--- config.mk ---
export PLATFORM = sky130hd
export DESIGN_NAME = core_sequencer_flat
export DESIGN_NICKNAME = d
export VERILOG_FILES = /design/src/rtl/core_sequencer_pkg.sv /design/src/rtl/core_sequencer_if.sv /design/src/rtl/core_sequencer_alu16.sv /design/src/rtl/core_sequencer.sv /design/src/flat_wrapper.sv
export SDC_FILE = /design/constraint.sdc
export NUM_CORES = 1
export LEC_CHECK = 0
export ABC_CLOCK_PERIOD_IN_PS = 6350
export CAP_MARGIN = 20
export CORE_MARGIN = 10
export CORE_UTILIZATION = 50
export CTS_CLUSTER_DIAMETER = 100
export DETAILED_ROUTE_END_ITERATION = 8
export HOLD_SLACK_MARGIN = 0.1
export PLACE_DENSITY = 0.78
export RECOVER_POWER = 100
export SLEW_MARGIN = 40
export SYNTH_ARGS = -nofsm -noshare
export SYNTH_HDL_FRONTEND = slang
export SYNTH_HIERARCHICAL = 1
export SYNTH_SLANG_ARGS = --single-unit
--- constraint.sdc ---
create_clock -name clk -period 6.35 [get_ports clk]
set_input_delay 1.27 -clock clk [delete_from_list [all_inputs] [get_ports clk]]
set_output_delay 1.27 -clock clk [all_outputs]
set_load 0.05 [all_outputs]
--- src/rtl/core_sequencer_pkg.sv ---
// Shared definitions for the 16-bit sequencer: opcodes, FSM states and
// instruction field positions.
package core_pkg;

  typedef enum logic [2:0] {
    FETCH  = 3'd0,
    DECODE = 3'd1,
    EXEC   = 3'd2,
    WB     = 3'd3,
    HALT   = 3'd4
  } state_e;

  localparam logic [3:0] OP_NOP  = 4'h0;
  localparam logic [3:0] OP_ADD  = 4'h1;
  localparam logic [3:0] OP_SUB  = 4'h2;
  localparam logic [3:0] OP_AND  = 4'h3;
  localparam logic [3:0] OP_OR   = 4'h4;
  localparam logic [3:0] OP_XOR  = 4'h5;
  localparam logic [3:0] OP_SHL  = 4'h6;
  localparam logic [3:0] OP_SHR  = 4'h7;
  localparam logic [3:0] OP_LDI  = 4'h8;
  localparam logic [3:0] OP_JMP  = 4'h9;
  localparam logic [3:0] OP_BZ   = 4'hA;
  localparam logic [3:0] OP_HALT = 4'hF;

  localparam int OP_HI  = 15;
  localparam int OP_LO  = 12;
  localparam int RC_HI  = 11;
  localparam int RC_LO  = 8;
  localparam int RA_HI  = 7;
  localparam int RA_LO  = 4;
  localparam int RB_HI  = 3;
  localparam int RB_LO  = 0;
  localparam int IMM_HI = 7;
  localparam int IMM_LO = 0;

  // Only the ALU ops and LDI write the register file.
  function automatic logic writes_rf(input logic [3:0] op);
    return (op >= OP_ADD) && (op <= OP_LDI);
  endfunction

endpackage

--- src/rtl/core_sequencer_if.sv ---
// Instruction-memory and register-file bus seen by the sequencer.
interface core_sequencer_if #(
  parameter int PC_W   = 8,
  parameter int DATA_W = 16
);
  import core_pkg::*;

  logic [PC_W-1:0]   imem_addr;
  logic [15:0]       imem_data;
  logic [3:0]        ra_adr;
  logic [3:0]        rb_adr;
  logic [DATA_W-1:0] ra_data;
  logic [DATA_W-1:0] rb_data;
  logic [3:0]        rc_adr;
  logic [DATA_W-1:0] rc_data;
  logic              wen;

  modport master (
    output imem_addr, ra_adr, rb_adr, rc_adr, rc_data, wen,
    input  imem_data, ra_data, rb_data
  );

  modport slave (
    input  imem_addr, ra_adr, rb_adr, rc_adr, rc_data, wen,
    output imem_data, ra_data, rb_data
  );
endinterface

--- src/rtl/core_sequencer_alu16.sv ---
// Combinational ALU: opcode plus two operands to one result, modulo 2^16.
module alu16
  import core_pkg::*;
#(
  parameter int DATA_W = 16
) (
  input  logic [3:0]        op_i,
  input  logic [DATA_W-1:0] a_i,
  input  logic [DATA_W-1:0] b_i,
  output logic [DATA_W-1:0] y_o
);

  // Result select; non-ALU opcodes produce zero.
  always_comb begin
    y_o = '0;
    case (op_i)
      OP_ADD:  y_o = a_i + b_i;
      OP_SUB:  y_o = a_i - b_i;
      OP_AND:  y_o = a_i & b_i;
      OP_OR:   y_o = a_i | b_i;
      OP_XOR:  y_o = a_i ^ b_i;
      OP_SHL:  y_o = a_i << b_i[3:0];
      OP_SHR:  y_o = a_i >> b_i[3:0];
      default: y_o = '0;
    endcase
  end

endmodule

--- src/rtl/core_sequencer.sv ---
// Four-cycle fetch/decode/execute/writeback sequencer driving the register
// file ports; every output comes straight from a register.
module core_sequencer
  import core_pkg::*;
#(
  parameter int PC_W   = 8,
  parameter int DATA_W = 16
) (
  input  logic                   clk,
  input  logic                   rst,
  input  logic                   run,
  core_sequencer_if.master       bus,
  output logic                   retire,
  output logic                   halted
);

  state_e            state_q, state_d;
  logic [PC_W-1:0]   pc_q, pc_d;
  logic [PC_W-1:0]   next_pc_q, next_pc_d;
  logic [15:0]       ir_q, ir_d;
  logic [3:0]        ra_adr_q, ra_adr_d;
  logic [3:0]        rb_adr_q, rb_adr_d;
  logic [3:0]        rc_adr_q, rc_adr_d;
  logic [DATA_W-1:0] rc_data_q, rc_data_d;
  logic              wen_q, wen_d;
  logic              retire_q, retire_d;
  logic              halted_q, halted_d;

  logic [3:0]        op;
  logic [PC_W-1:0]   imm_pc;
  logic [PC_W-1:0]   pc_inc;
  logic [DATA_W-1:0] alu_y;
  logic [DATA_W-1:0] result;

  assign op     = ir_q[OP_HI:OP_LO];
  assign imm_pc = PC_W'(ir_q[IMM_HI:IMM_LO]);
  assign pc_inc = pc_q + PC_W'(1);
  assign result = (op == OP_LDI) ? DATA_W'({8'h00, ir_q[IMM_HI:IMM_LO]}) : alu_y;

  alu16 #(.DATA_W(DATA_W)) u_alu (
    .op_i (op),
    .a_i  (bus.ra_data),
    .b_i  (bus.rb_data),
    .y_o  (alu_y)
  );

  // FSM state register.
  always_ff @(posedge clk) begin
    if (rst) state_q <= FETCH;
    else     state_q <= state_d;
  end

  // Next-state logic: fixed 4-cycle loop, stall only in FETCH, HALT is terminal.
  always_comb begin
    state_d = state_q;
    case (state_q)
      FETCH:   if (run) state_d = DECODE;
      DECODE:  state_d = EXEC;
      EXEC:    state_d = WB;
      WB:      state_d = (op == OP_HALT) ? HALT : FETCH;
      HALT:    state_d = HALT;
      default: state_d = FETCH;
    endcase
  end

  // Per-state next values for the datapath and registered outputs.
  always_comb begin
    ir_d      = ir_q;
    pc_d      = pc_q;
    next_pc_d = next_pc_q;
    ra_adr_d  = ra_adr_q;
    rb_adr_d  = rb_adr_q;
    rc_adr_d  = rc_adr_q;
    rc_data_d = rc_data_q;
    wen_d     = 1'b0;
    retire_d  = 1'b0;
    halted_d  = halted_q;
    case (state_q)
      FETCH: begin
        if (run) ir_d = bus.imem_data;
      end
      DECODE: begin
        // BZ tests the register named in the rc field, so route it to port A.
        ra_adr_d = (op == OP_BZ) ? ir_q[RC_HI:RC_LO] : ir_q[RA_HI:RA_LO];
        rb_adr_d = ir_q[RB_HI:RB_LO];
      end
      EXEC: begin
        rc_adr_d  = ir_q[RC_HI:RC_LO];
        rc_data_d = result;
        wen_d     = writes_rf(op);
        retire_d  = 1'b1;
        case (op)
          OP_JMP:  next_pc_d = imm_pc;
          OP_BZ:   next_pc_d = (bus.ra_data == '0) ? imm_pc : pc_inc;
          OP_HALT: next_pc_d = pc_q;
          default: next_pc_d = pc_inc;
        endcase
      end
      WB: begin
        pc_d     = next_pc_q;
        halted_d = (op == OP_HALT);
      end
      default: ;
    endcase
  end

  // Control and output registers with synchronous reset.
  always_ff @(posedge clk) begin
    if (rst) begin
      pc_q      <= '0;
      ra_adr_q  <= '0;
      rb_adr_q  <= '0;
      rc_adr_q  <= '0;
      rc_data_q <= '0;
      wen_q     <= 1'b0;
      retire_q  <= 1'b0;
      halted_q  <= 1'b0;
    end else begin
      pc_q      <= pc_d;
      ra_adr_q  <= ra_adr_d;
      rb_adr_q  <= rb_adr_d;
      rc_adr_q  <= rc_adr_d;
      rc_data_q <= rc_data_d;
      wen_q     <= wen_d;
      retire_q  <= retire_d;
      halted_q  <= halted_d;
    end
  end

  // Instruction and branch-target holding registers; always written before use.
  always_ff @(posedge clk) begin
    ir_q      <= ir_d;
    next_pc_q <= next_pc_d;
  end

  assign bus.imem_addr = pc_q;
  assign bus.ra_adr    = ra_adr_q;
  assign bus.rb_adr    = rb_adr_q;
  assign bus.rc_adr    = rc_adr_q;
  assign bus.rc_data   = rc_data_q;
  assign bus.wen       = wen_q;
  assign retire        = retire_q;
  assign halted        = halted_q;

endmodule
--- src/flat_wrapper.sv ---
// flat-port wrapper written by rule: the top's interface ports become plain ports
module core_sequencer_flat import core_pkg::*;
#(
  parameter int PC_W   = 8,
  parameter int DATA_W = 16
)
  (clk, rst, run, retire, halted, bus_imem_addr, bus_ra_adr, bus_rb_adr, bus_rc_adr, bus_rc_data, bus_wen, bus_imem_data, bus_ra_data, bus_rb_data);
  core_sequencer_if #(.PC_W(PC_W), .DATA_W(DATA_W)) bus_i ();
  input  logic clk;
  input  logic rst;
  input  logic run;
  output logic retire;
  output logic halted;
  output wire logic [$bits(bus_i.imem_addr)-1:0] bus_imem_addr;
  output wire logic [$bits(bus_i.ra_adr)-1:0] bus_ra_adr;
  output wire logic [$bits(bus_i.rb_adr)-1:0] bus_rb_adr;
  output wire logic [$bits(bus_i.rc_adr)-1:0] bus_rc_adr;
  output wire logic [$bits(bus_i.rc_data)-1:0] bus_rc_data;
  output wire logic [$bits(bus_i.wen)-1:0] bus_wen;
  input wire logic [$bits(bus_i.imem_data)-1:0] bus_imem_data;
  input wire logic [$bits(bus_i.ra_data)-1:0] bus_ra_data;
  input wire logic [$bits(bus_i.rb_data)-1:0] bus_rb_data;
  assign bus_imem_addr = bus_i.imem_addr;
  assign bus_ra_adr = bus_i.ra_adr;
  assign bus_rb_adr = bus_i.rb_adr;
  assign bus_rc_adr = bus_i.rc_adr;
  assign bus_rc_data = bus_i.rc_data;
  assign bus_wen = bus_i.wen;
  assign bus_i.imem_data = bus_imem_data;
  assign bus_i.ra_data = bus_ra_data;
  assign bus_i.rb_data = bus_rb_data;
  core_sequencer #(.PC_W(PC_W), .DATA_W(DATA_W)) u_core (.clk(clk), .rst(rst), .run(run), .bus(bus_i), .retire(retire), .halted(halted));
endmodule
Word level (Yosys, flattened, before mapping)
Cells that the tools add are included.

word-level totals
  bits of input ports = 51
  bits in registers = 66
  output and inout port bits = 39
  word-level logic and storage cells = 52

operators by class
  shift-type cells = 2
  mux-type cells = 9
  add/sub/neg operators = 3
  equal/unequal tests = 16
  bitwise logic cells = 4
  reduce and logical (&&, ||, !) cells = 5
  order comparisons = 2

operators with widths
  operator             number
  $pmux 16 s7          1
  $pmux 8 s3           1
  $add 16x16->16       1
  $and 16x16->16       1
  $eq 4x3->1 const B   4
  $eq 4x4->1 const B   4
  $logic_not 16->1     1
  $mux 16              1
  $or 16x16->16        1
  $shl 16x4->16        1
  $shr 16x4->16        1
  $sub 16x16->16       1
  $xor 16x16->16       1
  $pmux 3 s5           1
  $add 8x1->8 const B  1
  $eq 4x2->1 const B   2
  $mux 8               1
  $eq 3x2->1 const B   2
  $mux 3               2
  $eq 4x1->1 const B   1
  $ge 4x1->1 const B   1
  $le 4x4->1 const B   1
  $mux 4               1
  $eq 3x1->1 const B   1
  8 further kinds      8

Logic depth before layout (Yosys ltp)
  depth in word-level cells = 3
  gate-level depth with buffers = 17
  mapped depth without buffers = 14

By module
The synthesis kept the hierarchy.

by module, submodules not included
  module          area an instance (sq um)  cells an instance  seq. area each (sq um)  instances
  alu16           3,440.8                   454                0.0                     1
  core_sequencer  2,633.8                   247                1,561.5                 1

Worst setup path before layout
Ideal clock, no wire load.

  kind = in2reg
  start point = input bus_rb_data[1]
  end point = register u_core.rc_data_q[15], in the netlist u_core/bus.rc_data[15]
  data required time = 6.222 ns
  library setup time = 0.128 ns
  path slack = 2.426 ns
  arrival = 3.796 ns
  stages = 17
  buffers on the path = 3
  cells stage by stage = buf_6 -> buf_6 -> inv_1 -> ha_1 -> and3_1 -> a41oi_1 -> xnor2_1 -> ha_1 -> buf_1 -> a21o_1 -> a31oi_1 -> o22ai_1 -> o21bai_1 -> xnor2_1 -> o21ai_1 -> a22oi_1 -> nor2_1

on the way
  longest elaborated chain between the ends = 3
  elaborated cells on any way between the ends = 6
  those cells by class = add/sub (2); shift (2); mux (2)

ends and longest elaborated chain
  element                                 line                        RTL
  from (decl)                             flat_wrapper.sv:22          input wire logic [$bits(bus_i.rb_data)-1:0] bus_rb_data;
  $sub 16x16->16 (tied with other cells)  core_sequencer_alu16.sv:18  OP_SUB: y_o = a_i - b_i;
  $pmux 16 s7 *                           core_sequencer_alu16.sv:16  case (op_i)
  net u_core.alu_y[15]                    core_sequencer.sv:32        logic [DATA_W-1:0] alu_y;
  $mux 16 *                               core_sequencer.sv:38        assign result = (op == OP_LDI) ? DATA_W'({8'h00, ir_q[IMM_HI:IMM_LO]}) : alu_y;
  to (signal assigned)                    core_sequencer.sv:123       rc_data_q <= rc_data_d;
  to (decl)                               core_sequencer.sv:24        logic [DATA_W-1:0] rc_data_q, rc_data_d;

The timed path passes the listed nets; every way through them passes the cells marked *.
A chain may end at the register's enable or synchronous reset.

Final worst setup path
  start point = input bus_rb_data[0]
  end point = register u_core.rc_data_q[15], in the netlist u_core/bus.rc_data[15]

Same word-level chain as after synthesis.

==> impl_metrics.tcl <==
set metrics [dict create \
    critical-path-slowest-cell "sky130_fd_sc_hd__dlygate4sd3_1" \
    ctsResizeCount 0 \
    fin_worst_skew_ns 0.00569 \
    die_area_um2 17000 \
    floorplan.die.height_um 130 \
    ys_top_cells_by_area "sky130_fd_sc_hd__dfxtp_1, sky130_fd_sc_hd__edfxtp_1, sky130_fd_sc_hd__ha_1" \
    kind_of_capture_point_of_the_worst_setup_path "register" \
    placed_cells 897 \
    hold_violations 0 \
    postSynth.asyncResetShare_pct 0 \
    dp.final_hpwl_um 16300 \
    grt_usage_pct 25.0 \
    worst_skew_pair.late_latency_ns 0.33 \
    postSynthNetCount 803 \
    first_pass_iters 5 \
    netlist-cell-type-count 85 \
    drt_drc_violations_left 0 \
    clock_tree_buf_depth 2 \
    clock_tree_from_tritoncts "done" \
    antenna_cells 0 \
    failed_checks "capacitance limit, slew limit" \
    min_cycle_time_layout_ns 4.89 \
    setup-tns-final_ns 0 \
    clock.fmax_mhz 204 \
    critPathTopFamily "compound AO/OA/AOI/OAI gates" \
    ctsHoldBuffers 0 \
    drt_first_iter_violations 692 \
    worst_setup_path_start_kind "input pin" \
    post_cts.repair.setup_buffers 0 \
    number_of_enable_flip_flop_cells_after_synthesis 24 \
    post_synth_instance_area_um2 6070 \
    powerDensity_nw_per_um2 210 \
    detailroute.via_count 5877 \
    nFillCells 1041 \
    number_of_max_cap_violations 1 \
    initial_utilization_pct 50.8 \
    core_um2 12000 \
    finalCritPeriodShare_pct 77.1 \
    run_status "finished, violations left" \
    max_slew.worst_pin.slew_ns 1.87 \
    cp.required_ns 6.60 \
    grt_first_pass_wirelength_um 32800 \
    grt_pass1_vias 5766 \
    placement_rows 40 \
    grt_max_degree 48 \
    min_delay_worst_type "register to register" \
    worst_slew_margin_rel_pct -25.0 \
    synth.yosys.warnings 6 \
    timing.critical_path.buf_inv 2 \
    critical_path_class "input pin to register" \
    layoutNonFillerInstCount 913 \
    via_cell_ratio 6.44 \
    number_of_cts_inserted_buffers 9 \
    fraction_of_final_layout_cells_with_drive_strength_greater_than_1_pct 6.79 \
    final_wtd_congestion 0.971 \
    power.leakage_nw 2.94 \
    grt_overflow_total 0 \
    final_antenna_net_count 0 \
    sink_count 66 \
    final_setup_viols 0 \
    ys_ff_latch 66 \
    routed_wl_um 21200 \
    wire_per_inst_um 23.3 \
    crit_fanout 15 \
    rsz0062_at_grt "no" \
    die-width_um 130 \
    root_buffer "sky130_fd_sc_hd__clkbuf_16" \
    postSynthAreaPerCell_um2 8.67 \
    synth-main-ff-cell "sky130_fd_sc_hd__dfxtp_1" \
    ctsHtreeMaxLevel 3 \
    drv_slew 42 \
    layout-area-overhead-vs-synth_pct 18.3 \
    clk_pin_slew_ns 0.06 \
    io-pin-count 90 \
    ir_drop_mv 0.267 \
    cp_cell_sequence "dlygate4sd3_1, inv_1, ha_1, and3_1, a41oi_1, xnor2_1, ha_1, a21o_1, a31oi_1, o22ai_1, o21bai_1, xnor2_1, o21ai_0, a22oi_1, nor2_1" \
    nets 863 \
    grt_antenna_before_repair 0 \
    synth_top_area_cell "sky130_fd_sc_hd__dfxtp_1" \
    postSynthCellCount 701 \
    synth_top_cell_area_share_pct 13.8 \
    crit_path_max_incr_delay_ns 0.56 \
    worstPathArrival_ns 5.14 \
    count_of_input_and_output_buffers 89 \
    portion_of_the_post_synthesis_area_used_by_sequential_elements_pct 25.7 \
]
synth_stat cells (8+ instances only):
cell,count
sky130_fd_sc_hd__a211oi_1,28
sky130_fd_sc_hd__clkbuf_1,16
sky130_fd_sc_hd__buf_6,11
sky130_fd_sc_hd__mux4_2,8
sky130_fd_sc_hd__dfxtp_1,42
sky130_fd_sc_hd__inv_1,38
sky130_fd_sc_hd__a21oi_1,43
sky130_fd_sc_hd__xnor2_1,27
sky130_fd_sc_hd__ha_1,50
sky130_fd_sc_hd__and3_1,11
sky130_fd_sc_hd__nor3_1,11
sky130_fd_sc_hd__nand2_1,55
sky130_fd_sc_hd__a22oi_1,16
sky130_fd_sc_hd__nor2_1,79
sky130_fd_sc_hd__mux2i_1,40
sky130_fd_sc_hd__o21ai_0,23
sky130_fd_sc_hd__o221ai_1,11
sky130_fd_sc_hd__edfxtp_1,24
logic make-up (layout without fill, tap and decap cells):
logic type               count (synthesis)  in the layout  synth area share, %
flip-flops                              66             66                 25.7
AND/OR/NAND/NOR                        214            214                 17.3
XOR/XNOR                                34             34                 4.90
buffers and inverters                   86            151                 7.87
AO/OA/AOI/OAI                          198            198                 23.2
multiplexers                            52             52                 10.4
adder cells (fa/ha/maj)                 51             51                 10.6
worst min-delay path: stages, from the launching register on:
cell and delay [ns]:
sky130_fd_sc_hd__dfxtp_1 0.30, sky130_fd_sc_hd__nand2_1 0.05, sky130_fd_sc_hd__a21oi_1 0.05
layout make-up:
class / count / area [um^2] / share of cell area (%)
clock buffer: 11 / 264 / 3.67
inverter: 40 / 150 / 2.09
tap: 147 / 184 / 2.56
timing repair buffer: 95 / 926 / 12.9
clock inverter: 5 / 60.1 / 0.836
sequential: 66 / 1560 / 21.7
multi-input combinational: 549 / 4040 / 56.2
per-layer routing:
layer / global-route usage, % / part of all wire, %
met1: 33.0 / 42
met2: 38.7 / 45
met5: 0 / 0
met4: 7.80 / 2.4
met3: 6.77 / 9.7
cell usage in the layout (no fill, tap or decap), types with 4 or more instances in the layout:
master | synthesis | layout
sky130_fd_sc_hd__inv_1 | 38 | 38
sky130_fd_sc_hd__a31oi_1 | 5 | 5
sky130_fd_sc_hd__nand2_1 | 55 | 55
sky130_fd_sc_hd__o211ai_1 | 5 | 5
sky130_fd_sc_hd__xnor2_1 | 27 | 27
sky130_fd_sc_hd__dfxtp_1 | 42 | 42
sky130_fd_sc_hd__a211oi_1 | 28 | 28
sky130_fd_sc_hd__xor2_1 | 7 | 7
sky130_fd_sc_hd__a21o_1 | 6 | 6
sky130_fd_sc_hd__edfxtp_1 | 24 | 24
sky130_fd_sc_hd__ha_1 | 50 | 50
sky130_fd_sc_hd__nand3_1 | 7 | 7
sky130_fd_sc_hd__nand2b_1 | 7 | 7
sky130_fd_sc_hd__o21ai_1 | 7 | 4
sky130_fd_sc_hd__mux4_2 | 8 | 8
sky130_fd_sc_hd__nand3b_1 | 6 | 6
sky130_fd_sc_hd__nor3_1 | 11 | 10
sky130_fd_sc_hd__o21ai_0 | 23 | 26
sky130_fd_sc_hd__a221o_1 | 7 | 7
sky130_fd_sc_hd__nor4_1 | 6 | 6
sky130_fd_sc_hd__and3_1 | 11 | 11
sky130_fd_sc_hd__mux2i_1 | 40 | 40
sky130_fd_sc_hd__dlygate4sd3_1 | 0 | 60
sky130_fd_sc_hd__clkbuf_16 | 0 | 10
sky130_fd_sc_hd__nor2_1 | 79 | 79
sky130_fd_sc_hd__buf_4 | 3 | 5
sky130_fd_sc_hd__a221oi_1 | 5 | 5
sky130_fd_sc_hd__o221ai_1 | 11 | 11
sky130_fd_sc_hd__clkdlybuf4s50_1 | 0 | 28
sky130_fd_sc_hd__a21oi_1 | 43 | 43
sky130_fd_sc_hd__a211o_1 | 6 | 6
sky130_fd_sc_hd__a22oi_1 | 16 | 16
per-stage QoR:
step                power (mW)  area [um^2]  utilization (%)  hold slack (ns)  setup slack (ns)
floorplan                0.834         6070                -            0.471              2.43
global placement         0.990         6870             57.4            0.446              1.27
detailed placement       0.997         6880             57.5            0.449              1.41
CTS                       1.52         7200             60.2            0.457              1.74
global route              1.58         7190             60.1            0.472              1.21
finish                    1.51         7190             60.1            0.453              1.46
sequential cells by signal, indices dropped and copies added, names as in the netlist:
register              cells
u_core/bus.imem_addr      8
u_core/bus.ra_adr         4
u_core/bus.rb_adr         4
u_core/bus.rc_adr         4
u_core/bus.rc_data       16
u_core/bus.wen            1
u_core/halted             1
u_core/ir_q              16
u_core/next_pc_q          8
u_core/retire             1
u_core/state_q            3
worst paths after layout:
kind | from | to | slack [ns] | cells after the start
worst max register to register | u_core/ir_q[12] | u_core/bus.rc_data[15] | 2.64 | 13
worst min register to register | u_core/bus.rc_adr[1] | u_core/bus.rc_adr[1] | 0.45 | 2
worst max-delay path | bus_rb_data[0] | u_core/bus.rc_data[15] | 1.46 | 15
worst min-delay path | u_core/bus.rc_adr[1] | u_core/bus.rc_adr[1] | 0.45 | 2
power by group:
| group | internal (mW) | leakage, nW | switching (mW) | total (mW) |
|---|---|---|---|---|
| clock network | 0.339 | 0.157 | 0.181 | 0.520 |
| registers | 0.472 | 0.568 | 0.0274 | 0.499 |
| logic | 0.181 | 2.21 | 0.310 | 0.491 |
| total | 0.992 | 2.94 | 0.519 | 1.51 |
No activity file was read; power rests on OpenSTA's default activity.
